## src/rtl/alu_share_arb_if.sv

```systemverilog
// ---------------------------------------------------------------------------
// alu_share_arb_if
//   Bundles the signals around alu_share_arb: two request channels, two
//   response channels and the link to the shared combinational ALU.
//   slave  : view taken by alu_share_arb
//   master : view taken by the requesters and the shared ALU
// Signals
//   reqN_valid/ready/a/b/op   request channel N (N=0,1)
//   rspN_valid/ready/res/zero response channel N
//   rspN_err                  illegal-opcode flag (only with ALU_OPCHK_EN)
//   alu_a/b/op, alu_res/zero  shared ALU operands and results
// Configuration macro: ALU_OPCHK_EN
// ---------------------------------------------------------------------------
interface alu_share_arb_if;
   logic        req0_valid;
   logic        req0_ready;
   logic [31:0] req0_a;
   logic [31:0] req0_b;
   logic [3:0]  req0_op;
   logic        req1_valid;
   logic        req1_ready;
   logic [31:0] req1_a;
   logic [31:0] req1_b;
   logic [3:0]  req1_op;

   logic        rsp0_valid;
   logic        rsp0_ready;
   logic [31:0] rsp0_res;
   logic        rsp0_zero;
   logic        rsp1_valid;
   logic        rsp1_ready;
   logic [31:0] rsp1_res;
   logic        rsp1_zero;
`ifdef ALU_OPCHK_EN
   logic        rsp0_err;
   logic        rsp1_err;
`endif

   logic [31:0] alu_a;
   logic [31:0] alu_b;
   logic [3:0]  alu_op;
   logic [31:0] alu_res;
   logic        alu_zero;

   modport slave (
      input  req0_valid, req0_a, req0_b, req0_op,
      input  req1_valid, req1_a, req1_b, req1_op,
      output req0_ready, req1_ready,
      output rsp0_valid, rsp0_res, rsp0_zero,
      output rsp1_valid, rsp1_res, rsp1_zero,
      input  rsp0_ready, rsp1_ready,
      output alu_a, alu_b, alu_op,
      input  alu_res, alu_zero
`ifdef ALU_OPCHK_EN
      , output rsp0_err, rsp1_err
`endif
   );

   modport master (
      output req0_valid, req0_a, req0_b, req0_op,
      output req1_valid, req1_a, req1_b, req1_op,
      input  req0_ready, req1_ready,
      input  rsp0_valid, rsp0_res, rsp0_zero,
      input  rsp1_valid, rsp1_res, rsp1_zero,
      output rsp0_ready, rsp1_ready,
      input  alu_a, alu_b, alu_op,
      output alu_res, alu_zero
`ifdef ALU_OPCHK_EN
      , input rsp0_err, rsp1_err
`endif
   );
endinterface

```

## src/rtl/alu_share_arb.sv

```systemverilog
// ---------------------------------------------------------------------------
// alu_share_arb
//   Shares one combinational 32-bit ALU between two requesters. A round-robin
//   arbiter picks a requester in IDLE, operands are registered and held on the
//   ALU for EXEC_CYCLES cycles, the result/zero are registered and returned to
//   the owner in RESP until it is taken.
// Parameters
//   RR_INIT      requester that wins the first tie after reset (0 or 1)
//   EXEC_CYCLES  cycles the ALU inputs are held before capture (1..4)
// Ports
//   clk    rising-edge clock
//   rst_n  asynchronous active-low reset
//   bus    alu_share_arb_if.slave: request, response and ALU signals
// Configuration macro: ALU_OPCHK_EN
//   Defined  : rspN_err is driven; ops 3,5,8,10,11 bypass the ALU and return
//              res=0, zero=0, err=1.
//   Undefined: every opcode is executed by the ALU.
// ---------------------------------------------------------------------------
module alu_share_arb #(
   parameter int unsigned RR_INIT     = 0,
   parameter int unsigned EXEC_CYCLES = 1
) (
   input logic            clk,
   input logic            rst_n,
   alu_share_arb_if.slave bus
);

   localparam logic [1:0] IDLE = 2'd0;
   localparam logic [1:0] EXEC = 2'd1;
   localparam logic [1:0] RESP = 2'd2;

   localparam logic [1:0] CNT_INIT  = 2'(EXEC_CYCLES - 1);
   localparam logic       PRIO_INIT = 1'(RR_INIT);

   logic [1:0]  state_q, state_d;
   logic        owner_q, owner_d;
   logic        prio_q,  prio_d;
   logic [1:0]  cnt_q,   cnt_d;
   logic [31:0] opa_q,   opa_d;
   logic [31:0] opb_q,   opb_d;
   logic [3:0]  op_q,    op_d;
   logic [31:0] res_q,   res_d;
   logic        zero_q,  zero_d;
`ifdef ALU_OPCHK_EN
   logic        err_q,   err_d;
`endif

   logic        grant;
   logic        in_idle;
   logic        accept;
   logic        own_rsp_ready;
   logic [31:0] sel_a;
   logic [31:0] sel_b;
   logic [3:0]  sel_op;

`ifdef ALU_OPCHK_EN
   function automatic logic op_illegal(input logic [3:0] op);
      case (op)
         4'd3, 4'd5, 4'd8, 4'd10, 4'd11: return 1'b1;
         default:                        return 1'b0;
      endcase
   endfunction
`endif

   // Tie goes to prio_q; otherwise the lone valid requester wins.
   always_comb begin
      if (bus.req0_valid && bus.req1_valid) grant = prio_q;
      else                                  grant = bus.req1_valid;
   end

   // Ready is gated by rst_n so it is low for the whole reset, even with
   // valid requests present while the state register reads IDLE.
   assign in_idle        = rst_n && (state_q == IDLE);
   assign bus.req0_ready = in_idle && bus.req0_valid && !grant;
   assign bus.req1_ready = in_idle && bus.req1_valid &&  grant;
   assign accept         = bus.req0_ready || bus.req1_ready;

   assign sel_a  = grant ? bus.req1_a  : bus.req0_a;
   assign sel_b  = grant ? bus.req1_b  : bus.req0_b;
   assign sel_op = grant ? bus.req1_op : bus.req0_op;

   assign own_rsp_ready = owner_q ? bus.rsp1_ready : bus.rsp0_ready;

   always_comb begin
      state_d = state_q;
      owner_d = owner_q;
      prio_d  = prio_q;
      cnt_d   = cnt_q;
      opa_d   = opa_q;
      opb_d   = opb_q;
      op_d    = op_q;
      res_d   = res_q;
      zero_d  = zero_q;
`ifdef ALU_OPCHK_EN
      err_d   = err_q;
`endif
      case (state_q)
         IDLE: begin
            if (accept) begin
               opa_d   = sel_a;
               opb_d   = sel_b;
               op_d    = sel_op;
               owner_d = grant;
               cnt_d   = CNT_INIT;
               state_d = EXEC;
`ifdef ALU_OPCHK_EN
               err_d = op_illegal(sel_op);
               if (op_illegal(sel_op)) begin
                  res_d   = '0;
                  zero_d  = 1'b0;
                  state_d = RESP;
               end
`endif
            end
         end
         EXEC: begin
            if (cnt_q != 2'd0) begin
               cnt_d = cnt_q - 2'd1;
            end else begin
               res_d   = bus.alu_res;
               zero_d  = bus.alu_zero;
               state_d = RESP;
            end
         end
         RESP: begin
            if (own_rsp_ready) begin
               state_d = IDLE;
               prio_d  = ~owner_q;
            end
         end
         default: state_d = IDLE;
      endcase
   end

   always_ff @(posedge clk or negedge rst_n) begin
      if (!rst_n) begin
         state_q <= IDLE;
         owner_q <= 1'b0;
         prio_q  <= PRIO_INIT;
         cnt_q   <= '0;
         opa_q   <= '0;
         opb_q   <= '0;
         op_q    <= '0;
         res_q   <= '0;
         zero_q  <= 1'b0;
`ifdef ALU_OPCHK_EN
         err_q   <= 1'b0;
`endif
      end else begin
         state_q <= state_d;
         owner_q <= owner_d;
         prio_q  <= prio_d;
         cnt_q   <= cnt_d;
         opa_q   <= opa_d;
         opb_q   <= opb_d;
         op_q    <= op_d;
         res_q   <= res_d;
         zero_q  <= zero_d;
`ifdef ALU_OPCHK_EN
         err_q   <= err_d;
`endif
      end
   end

   // Operand registers feed the ALU directly, so they hold in IDLE and RESP.
   assign bus.alu_a  = opa_q;
   assign bus.alu_b  = opb_q;
   assign bus.alu_op = op_q;

   assign bus.rsp0_valid = (state_q == RESP) && !owner_q;
   assign bus.rsp1_valid = (state_q == RESP) &&  owner_q;
   assign bus.rsp0_res   = res_q;
   assign bus.rsp1_res   = res_q;
   assign bus.rsp0_zero  = zero_q;
   assign bus.rsp1_zero  = zero_q;
`ifdef ALU_OPCHK_EN
   assign bus.rsp0_err   = err_q;
   assign bus.rsp1_err   = err_q;
`endif

endmodule

```

## src/flat_wrapper.sv

```systemverilog
// flat-port wrapper written by rule: the top's interface ports become plain ports
module alu_share_arb_flat 
#(
   parameter int unsigned RR_INIT     = 0,
   parameter int unsigned EXEC_CYCLES = 1
)
  (clk, rst_n, bus_req0_valid, bus_req0_a, bus_req0_b, bus_req0_op, bus_req1_valid, bus_req1_a, bus_req1_b, bus_req1_op, bus_req0_ready, bus_req1_ready, bus_rsp0_valid, bus_rsp0_res, bus_rsp0_zero, bus_rsp1_valid, bus_rsp1_res, bus_rsp1_zero, bus_rsp0_ready, bus_rsp1_ready, bus_alu_a, bus_alu_b, bus_alu_op, bus_alu_res, bus_alu_zero);
  alu_share_arb_if bus_i ();
  input logic clk;
  input logic rst_n;
  input wire logic [$bits(bus_i.req0_valid)-1:0] bus_req0_valid;
  input wire logic [$bits(bus_i.req0_a)-1:0] bus_req0_a;
  input wire logic [$bits(bus_i.req0_b)-1:0] bus_req0_b;
  input wire logic [$bits(bus_i.req0_op)-1:0] bus_req0_op;
  input wire logic [$bits(bus_i.req1_valid)-1:0] bus_req1_valid;
  input wire logic [$bits(bus_i.req1_a)-1:0] bus_req1_a;
  input wire logic [$bits(bus_i.req1_b)-1:0] bus_req1_b;
  input wire logic [$bits(bus_i.req1_op)-1:0] bus_req1_op;
  output wire logic [$bits(bus_i.req0_ready)-1:0] bus_req0_ready;
  output wire logic [$bits(bus_i.req1_ready)-1:0] bus_req1_ready;
  output wire logic [$bits(bus_i.rsp0_valid)-1:0] bus_rsp0_valid;
  output wire logic [$bits(bus_i.rsp0_res)-1:0] bus_rsp0_res;
  output wire logic [$bits(bus_i.rsp0_zero)-1:0] bus_rsp0_zero;
  output wire logic [$bits(bus_i.rsp1_valid)-1:0] bus_rsp1_valid;
  output wire logic [$bits(bus_i.rsp1_res)-1:0] bus_rsp1_res;
  output wire logic [$bits(bus_i.rsp1_zero)-1:0] bus_rsp1_zero;
  input wire logic [$bits(bus_i.rsp0_ready)-1:0] bus_rsp0_ready;
  input wire logic [$bits(bus_i.rsp1_ready)-1:0] bus_rsp1_ready;
  output wire logic [$bits(bus_i.alu_a)-1:0] bus_alu_a;
  output wire logic [$bits(bus_i.alu_b)-1:0] bus_alu_b;
  output wire logic [$bits(bus_i.alu_op)-1:0] bus_alu_op;
  input wire logic [$bits(bus_i.alu_res)-1:0] bus_alu_res;
  input wire logic [$bits(bus_i.alu_zero)-1:0] bus_alu_zero;
  assign bus_i.req0_valid = bus_req0_valid;
  assign bus_i.req0_a = bus_req0_a;
  assign bus_i.req0_b = bus_req0_b;
  assign bus_i.req0_op = bus_req0_op;
  assign bus_i.req1_valid = bus_req1_valid;
  assign bus_i.req1_a = bus_req1_a;
  assign bus_i.req1_b = bus_req1_b;
  assign bus_i.req1_op = bus_req1_op;
  assign bus_req0_ready = bus_i.req0_ready;
  assign bus_req1_ready = bus_i.req1_ready;
  assign bus_rsp0_valid = bus_i.rsp0_valid;
  assign bus_rsp0_res = bus_i.rsp0_res;
  assign bus_rsp0_zero = bus_i.rsp0_zero;
  assign bus_rsp1_valid = bus_i.rsp1_valid;
  assign bus_rsp1_res = bus_i.rsp1_res;
  assign bus_rsp1_zero = bus_i.rsp1_zero;
  assign bus_i.rsp0_ready = bus_rsp0_ready;
  assign bus_i.rsp1_ready = bus_rsp1_ready;
  assign bus_alu_a = bus_i.alu_a;
  assign bus_alu_b = bus_i.alu_b;
  assign bus_alu_op = bus_i.alu_op;
  assign bus_i.alu_res = bus_alu_res;
  assign bus_i.alu_zero = bus_alu_zero;
  alu_share_arb #(.RR_INIT(RR_INIT), .EXEC_CYCLES(EXEC_CYCLES)) u_core (.clk(clk), .rst_n(rst_n), .bus(bus_i));
endmodule
```

## config.mk

```make
export PLATFORM = sky130hd
export DESIGN_NAME = alu_share_arb_flat
export DESIGN_NICKNAME = d
export VERILOG_FILES = /design/src/rtl/alu_share_arb_if.sv /design/src/rtl/alu_share_arb.sv /design/src/flat_wrapper.sv
export SDC_FILE = /design/constraint.sdc
export NUM_CORES = 1
export LEC_CHECK = 0
export ABC_AREA = 1
export ABC_CLOCK_PERIOD_IN_PS = 3100
export CAP_MARGIN = 0
export CELL_PAD_IN_SITES_DETAIL_PLACEMENT = 0
export CELL_PAD_IN_SITES_GLOBAL_PLACEMENT = 1
export CORE_MARGIN = 10
export CORE_UTILIZATION = 29
export DETAILED_ROUTE_END_ITERATION = 8
export GPL_TIMING_DRIVEN = 0
export PLACE_DENSITY_LB_ADDON = 0.12
export SYNTH_ARGS = -nofsm -noshare
export SYNTH_HDL_FRONTEND = slang
export SYNTH_SLANG_ARGS = --single-unit
```

## constraint.sdc

```tcl
create_clock -name clk -period 3.1 [get_ports clk]
set_clock_uncertainty 0.2 [all_clocks]
set_input_delay 0.465 -clock clk [delete_from_list [all_inputs] [get_ports clk]]
set_output_delay 0.465 -clock clk [all_outputs]
set_load 0.1 [all_outputs]
```

==> flow_metrics.py, run 1 <==
metrics = {
    "run_status": {
        "status": "completed",
    },
    "floorplanning": {
        "rows": 51,
        "die_w_um": 161,
        "coreArea_um2": 19500,
        "die_area_um2": 26000,
        "die_h_um": 161,
        "io_pins": 313,
        "start_util_pct": 29.6,
    },
    "job": {
        "max_cap_violations": 0,
    },
    "synthesis": {
        "synth_top_area_cell": "dfrtp_1",
        "yosysMostFrequentCell": "nand2_1",
        "synth_ff_type": "dfrtp_1",
        "yosysWarnings": 0,
        "synth_area_um2": 5790,
        "avgSynthCellArea_um2": 7.18,
        "syn_inst": 806,
        "ys_seq_area_share_pct": 46.3,
        "synth_area_leaders": "dfrtp_1, nand2_1, nand3_1, inv_1, buf_4",
        "synth_top_cell_area_share_pct": 46.3,
        "ys_top_cells_by_count": "nand2_1, nand3_1, inv_1",
        "async_flop_share_pct": 100,
        "synth_edf_count": 0,
        "syn_nets": 982,
        "yosys.cell_types.count": 19,
        "synth-seq-cells": 107,
    },
    "global_route": {
        "grt_max_degree": 61,
        "gr-total-overflow": 0,
        "grt_pass1_wl_mm": 34.9,
        "grt_pass1_vias": 6037,
        "grt_usage_pct": 16.9,
        "antenna_found_initial": 0,
    },
    "timing": {
        "finalSetupViolations": 0,
        "rsz0062_at_grt": "no",
        "hold_viol": 0,
        "worstMarginPinSlew_ns": 1.06,
        "post-route-min-period_ns": 2.96,
        "tns_ns": 0,
        "post-route-worst-setup-slack_ns": 0.142,
        "fmax_mhz": 338,
        "slew_viol_final": 0,
        "relSlewSlack_pct": 28.8,
        "fin_crit_sh_pct": 95.4,
    },
    "route": {
        "final_antenna_net_count": 0,
        "detail_route.wl_per_cell_um": 16.1,
        "wl_mm": 22.5,
        "post-route-drc-count": 0,
        "drtIter0Drc": 275,
        "viasPerCell": 4.21,
        "firstDrtPassIters": 4,
        "vias": 5904,
    },
    "setup_path": {
        "r2r_start": "u_core.cnt_q[0]",
        "slowest_stage": "clkdlybuf4s50_1",
        "cp_cell_sequence": "clkdlybuf4s50_1 -> nand2_2 -> nand2_2 -> buf_2 -> nor3b_2 -> buf_2",
        "start_kind": "primary input",
        "path_max_fanout": 10,
        "critPathCaptureType": "output pin",
        "cp-startpoint": "bus_req0_valid",
        "cp.arrival_ns": 2.29,
        "critPathKind": "in2out",
        "critPathRequiredTime_ns": 2.43,
        "crit_path_max_incr_delay_ns": 0.49,
    },
    "final_layout": {
        "drive_gt1_share_pct": 8.52,
        "finalNonFillerCells": 1403,
        "multi_input_area_um2": 2080,
        "final_core_util_pct": 49.3,
        "syn2layout_area_growth_pct": 66.2,
        "fin_nets": 1309,
        "fill_cells": 2033,
        "diodes": 0,
        "regArea_um2": 2680,
    },
    "min_path": {
        "hold_path.class": "reg2reg",
        "hp-start": "u_core.bus.alu_a[15]",
    },
    "clocking": {
        "clock_path_buffers": 2,
        "cts_num_sinks": 107,
        "cts_tree": "built",
        "cts_root_buffer": "clkbuf_16",
        "cts_setup_buffers": 0,
        "clk_latency_ns": 0.35,
        "htreeDepth": 3,
        "numCtsBuffers": 9,
        "clk_pin_slew_ns": 0.07,
    },
    "place": {
        "dp_slack_ns": -0.602,
        "place_inst": 1383,
        "gp_congestion": 0.783,
        "numPortBuffers": 311,
        "hpwlAfterDp_mm": 17.7,
    },
}
==> kinds of logic (layout without fill, tap and decap cells) <==
kind of cell	Yosys count	count (layout)	synth area share (%)
flip-flops	107	107	46.3
AND/OR/NAND/NOR	469	469	35.4
adder cells (fa/ha/maj)	1	1	0.216
AO/OA/AOI/OAI	3	3	0.259
buffers and inverters	226	558	17.8
==> final timing paths <==
path                                            to  slack, ns  cells past startpoint
max                                 bus_req0_ready       0.14                      6
min                           u_core.bus.alu_a[15]       0.28                      2
max reg2reg                u_core.bus.rsp0_res[25]       1.24                      7
min reg2reg                   u_core.bus.alu_a[15]       0.28                      2
max in group asynchronous     u_core.bus.alu_op[0]       1.82                      4
min in group asynchronous  u_core.bus.rsp0_res[10]       0.55                      4
==> registers in the layout (all words and copies together) (netlist names) <==
name / flops
u_core.bus.rsp0_res: 32
u_core.bus.alu_b: 32
u_core.prio_q: 1
u_core.owner_q: 1
u_core.bus.alu_op: 4
u_core.state_q: 2
u_core.bus.rsp0_zero: 1
u_core.cnt_q: 2
u_core.bus.alu_a: 32
==> metrics by stage <==
stage / hold slack (ns) / area (um2)
2_1_floorplan: -0.0306 / 5790
3_3_place_gp: 0.262 / 9240
3_5_place_dp: 0.249 / 9270
4_1_cts: 0.000907 / 9620
5_1_grt: 0.300 / 9620
6_report: 0.279 / 9620
==> worst max-delay path, delay by kind of cell <==
family / cells / cell delay (ns)
buffers and inverters: 3 / 1.26
AND/OR/NAND/NOR: 3 / 0.55
==> final cells by class <==
| type | instances | area share [%] |
|---|---|---|
| Buffer | 79 | 4.99 |
| Clock buffer | 12 | 2.46 |
| Clock inverter | 4 | 0.286 |
| Inverter | 147 | 5.74 |
| Multi-Input combinational cell | 473 | 21.7 |
| Sequential cell | 107 | 27.8 |
| Tap cell | 265 | 3.45 |
| Timing Repair Buffer | 316 | 33.6 |
==> repair_timing <==
item / CTS / global route
setup endpoints to repair: 2 / 1
hold buffers: 3 / 1
pin swaps: 0 / 0
resized for setup: 7 / 1
hold endpoints to repair: 47 / 1
==> layout by cell type (no fill, tap or decap), drive strengths merged <==
master         count
clkdlybuf4s50    308
nand2            288
nand3            172
inv              147
dfrtp            107
buf               65
clkbuf            32
nor2               8
o21ai              3
clkinvlp           3
nor3b              1
ha                 1
clkinv             1
dlygate4sd3        1
clkdlybuf4s15      1
==> metal layers <==
layer	track usage (%)	routed length, um
met5	0	0
met4	4.47	294
met3	7.93	2420
met2	27.5	10500
met1	19.6	9360
Power of run 1 is not shown: default switching activity piles up to over one toggle a cycle in this logic, so the estimate is an artifact.
==> run 2, diff against run 1 <==
SKIP_CTS_REPAIR_TIMING = 1   (was unset)
==> run 2 against run 1 <==
Compared with the run above: the run now ends with negative hold slack left; clock-buffer cell count unchanged; first-iteration DRC count down 4.0%; sequential share of layout area about the same; setup slack better by 0.0041 ns; wire length up 0.10%; die area unchanged; final area down 0.17%; final cell count about the same; register-to-register slack about the same; critical path depth unchanged; largest cell class unchanged.
==> flow_metrics.py, run 2 (synthesized netlist as in run 1, its figures left out) <==
metrics = {
    "min_path": {
        "hold_path.class": "in2async",
    },
    "timing": {
        "finalSetupViolations": 0,
        "relSlewSlack_pct": 28.8,
        "post-route-min-period_ns": 2.95,
        "fin_crit_sh_pct": 95.3,
        "slew_viol_final": 0,
        "worstMarginPinSlew_ns": 1.06,
        "hold_ws_ns": -0.0196,
        "rsz0062_at_grt": "no",
        "fmax_mhz": 339,
        "hold_viol": 11,
    },
    "final_layout": {
        "layout_common_cells": "clkdlybuf4s50_1, nand2_1, nand3_1",
        "final_common_cell": "clkdlybuf4s50_1",
        "fill_cells": 2035,
        "drive_gt1_share_pct": 8.53,
        "final_core_util_pct": 49.2,
        "diodes": 0,
        "multi_input_area_um2": 2080,
        "fin_nets": 1308,
        "syn2layout_area_growth_pct": 65.9,
        "finalNonFillerCells": 1402,
        "regArea_um2": 2680,
    },
    "route": {
        "final_antenna_net_count": 0,
        "detail_route.wl_per_cell_um": 16.1,
        "vias": 5910,
        "post-route-drc-count": 0,
        "wl_mm": 22.6,
        "viasPerCell": 4.22,
        "firstDrtPassIters": 5,
        "drtIter0Drc": 264,
    },
    "setup_path": {
        "path_max_fanout": 10,
        "rrSetupSlack_ns": 1.23,
        "start_kind": "primary input",
        "critPathRequiredTime_ns": 2.43,
        "ff2ff_path_depth": 7,
        "r2r-end": "u_core.bus.rsp0_res[11]",
        "critPathKind": "in2out",
        "r2r_start": "u_core.cnt_q[0]",
        "critPathCaptureType": "output pin",
        "cp.arrival_ns": 2.29,
        "cp-startpoint": "bus_req0_valid",
    },
    "global_route": {
        "grt_max_degree": 63,
        "grt_usage_pct": 16.8,
        "antenna_found_initial": 0,
        "grt_pass1_wl_mm": 34.7,
        "gr-total-overflow": 0,
        "grt_pass1_vias": 6015,
    },
    "run_status": {
        "violations": "negative hold slack",
        "status": "finished, violations left",
    },
    "place": {
        "place_inst": 1383,
        "gp_congestion": 0.783,
        "hpwlAfterDp_mm": 17.7,
        "numPortBuffers": 311,
    },
    "job": {
        "max_cap_violations": 0,
    },
    "clocking": {
        "clock_path_buffers": 2,
        "htreeDepth": 3,
        "cts_root_buffer": "clkbuf_16",
        "cts_tree": "built",
        "clk_pin_slew_ns": 0.07,
        "cts_num_sinks": 107,
        "numCtsBuffers": 9,
        "clk_latency_ns": 0.35,
    },
    "floorplanning": {
        "die_w_um": 161,
        "die_area_um2": 26000,
        "coreArea_um2": 19500,
        "rows": 51,
        "io_pins": 313,
        "die_h_um": 161,
        "start_util_pct": 29.6,
    },
}
==> run 2: worst max path at each step <==
stage / to / slack [ns]
global route: bus_req0_ready / 0.02
CTS: bus_req0_ready / -0.61
global placement: bus_req0_ready / -4.87
finish: bus_req0_ready / 0.15
floorplan: bus_req0_ready / 0.31
detailed placement: bus_req0_ready / -0.60
==> run 2: final cells by class <==
| cell class | count | share of cell area (%) |
|---|---|---|
| Tap cell | 265 | 3.45 |
| Sequential cell | 107 | 27.9 |
| Clock buffer | 12 | 2.46 |
| Multi-Input combinational cell | 473 | 21.7 |
| Inverter | 147 | 5.75 |
| Clock inverter | 4 | 0.287 |
| Buffer | 79 | 5.00 |
| Timing Repair Buffer | 315 | 33.5 |
==> run 2: routing by layer <==
metal  track usage [%]  vias to the layer above  routed length (um)
met5                 0                        -                   0
li1                  -                     3038                   -
met1              19.3                     2644                9370
met4              4.47                        0                 294
met3              7.91                       17                2490
met2              27.4                      211               10400
==> run 2: stage by stage <==
stage               instance area [um2]  TNS [ns]  setup slack [ns]  hold slack (ns)
global placement                   9240   -639.56             -4.87            0.262
global route                       9600         0            0.0240         -0.00707
detailed placement                 9270     -1.02            -0.602            0.249
CTS                                9530     -1.04            -0.615           -0.124
floorplan                          5790         0             0.310          -0.0306
finish                             9600         0             0.146          -0.0196
==> run 2: critical path: stages <==
cell and delay [ns]:
clkdlybuf4s50_1 0.49, nand2_2 0.13, nand2_2 0.23, buf_2 0.30, nor3b_2 0.19, buf_2 0.47
Power of run 2 is left out for the same reason.
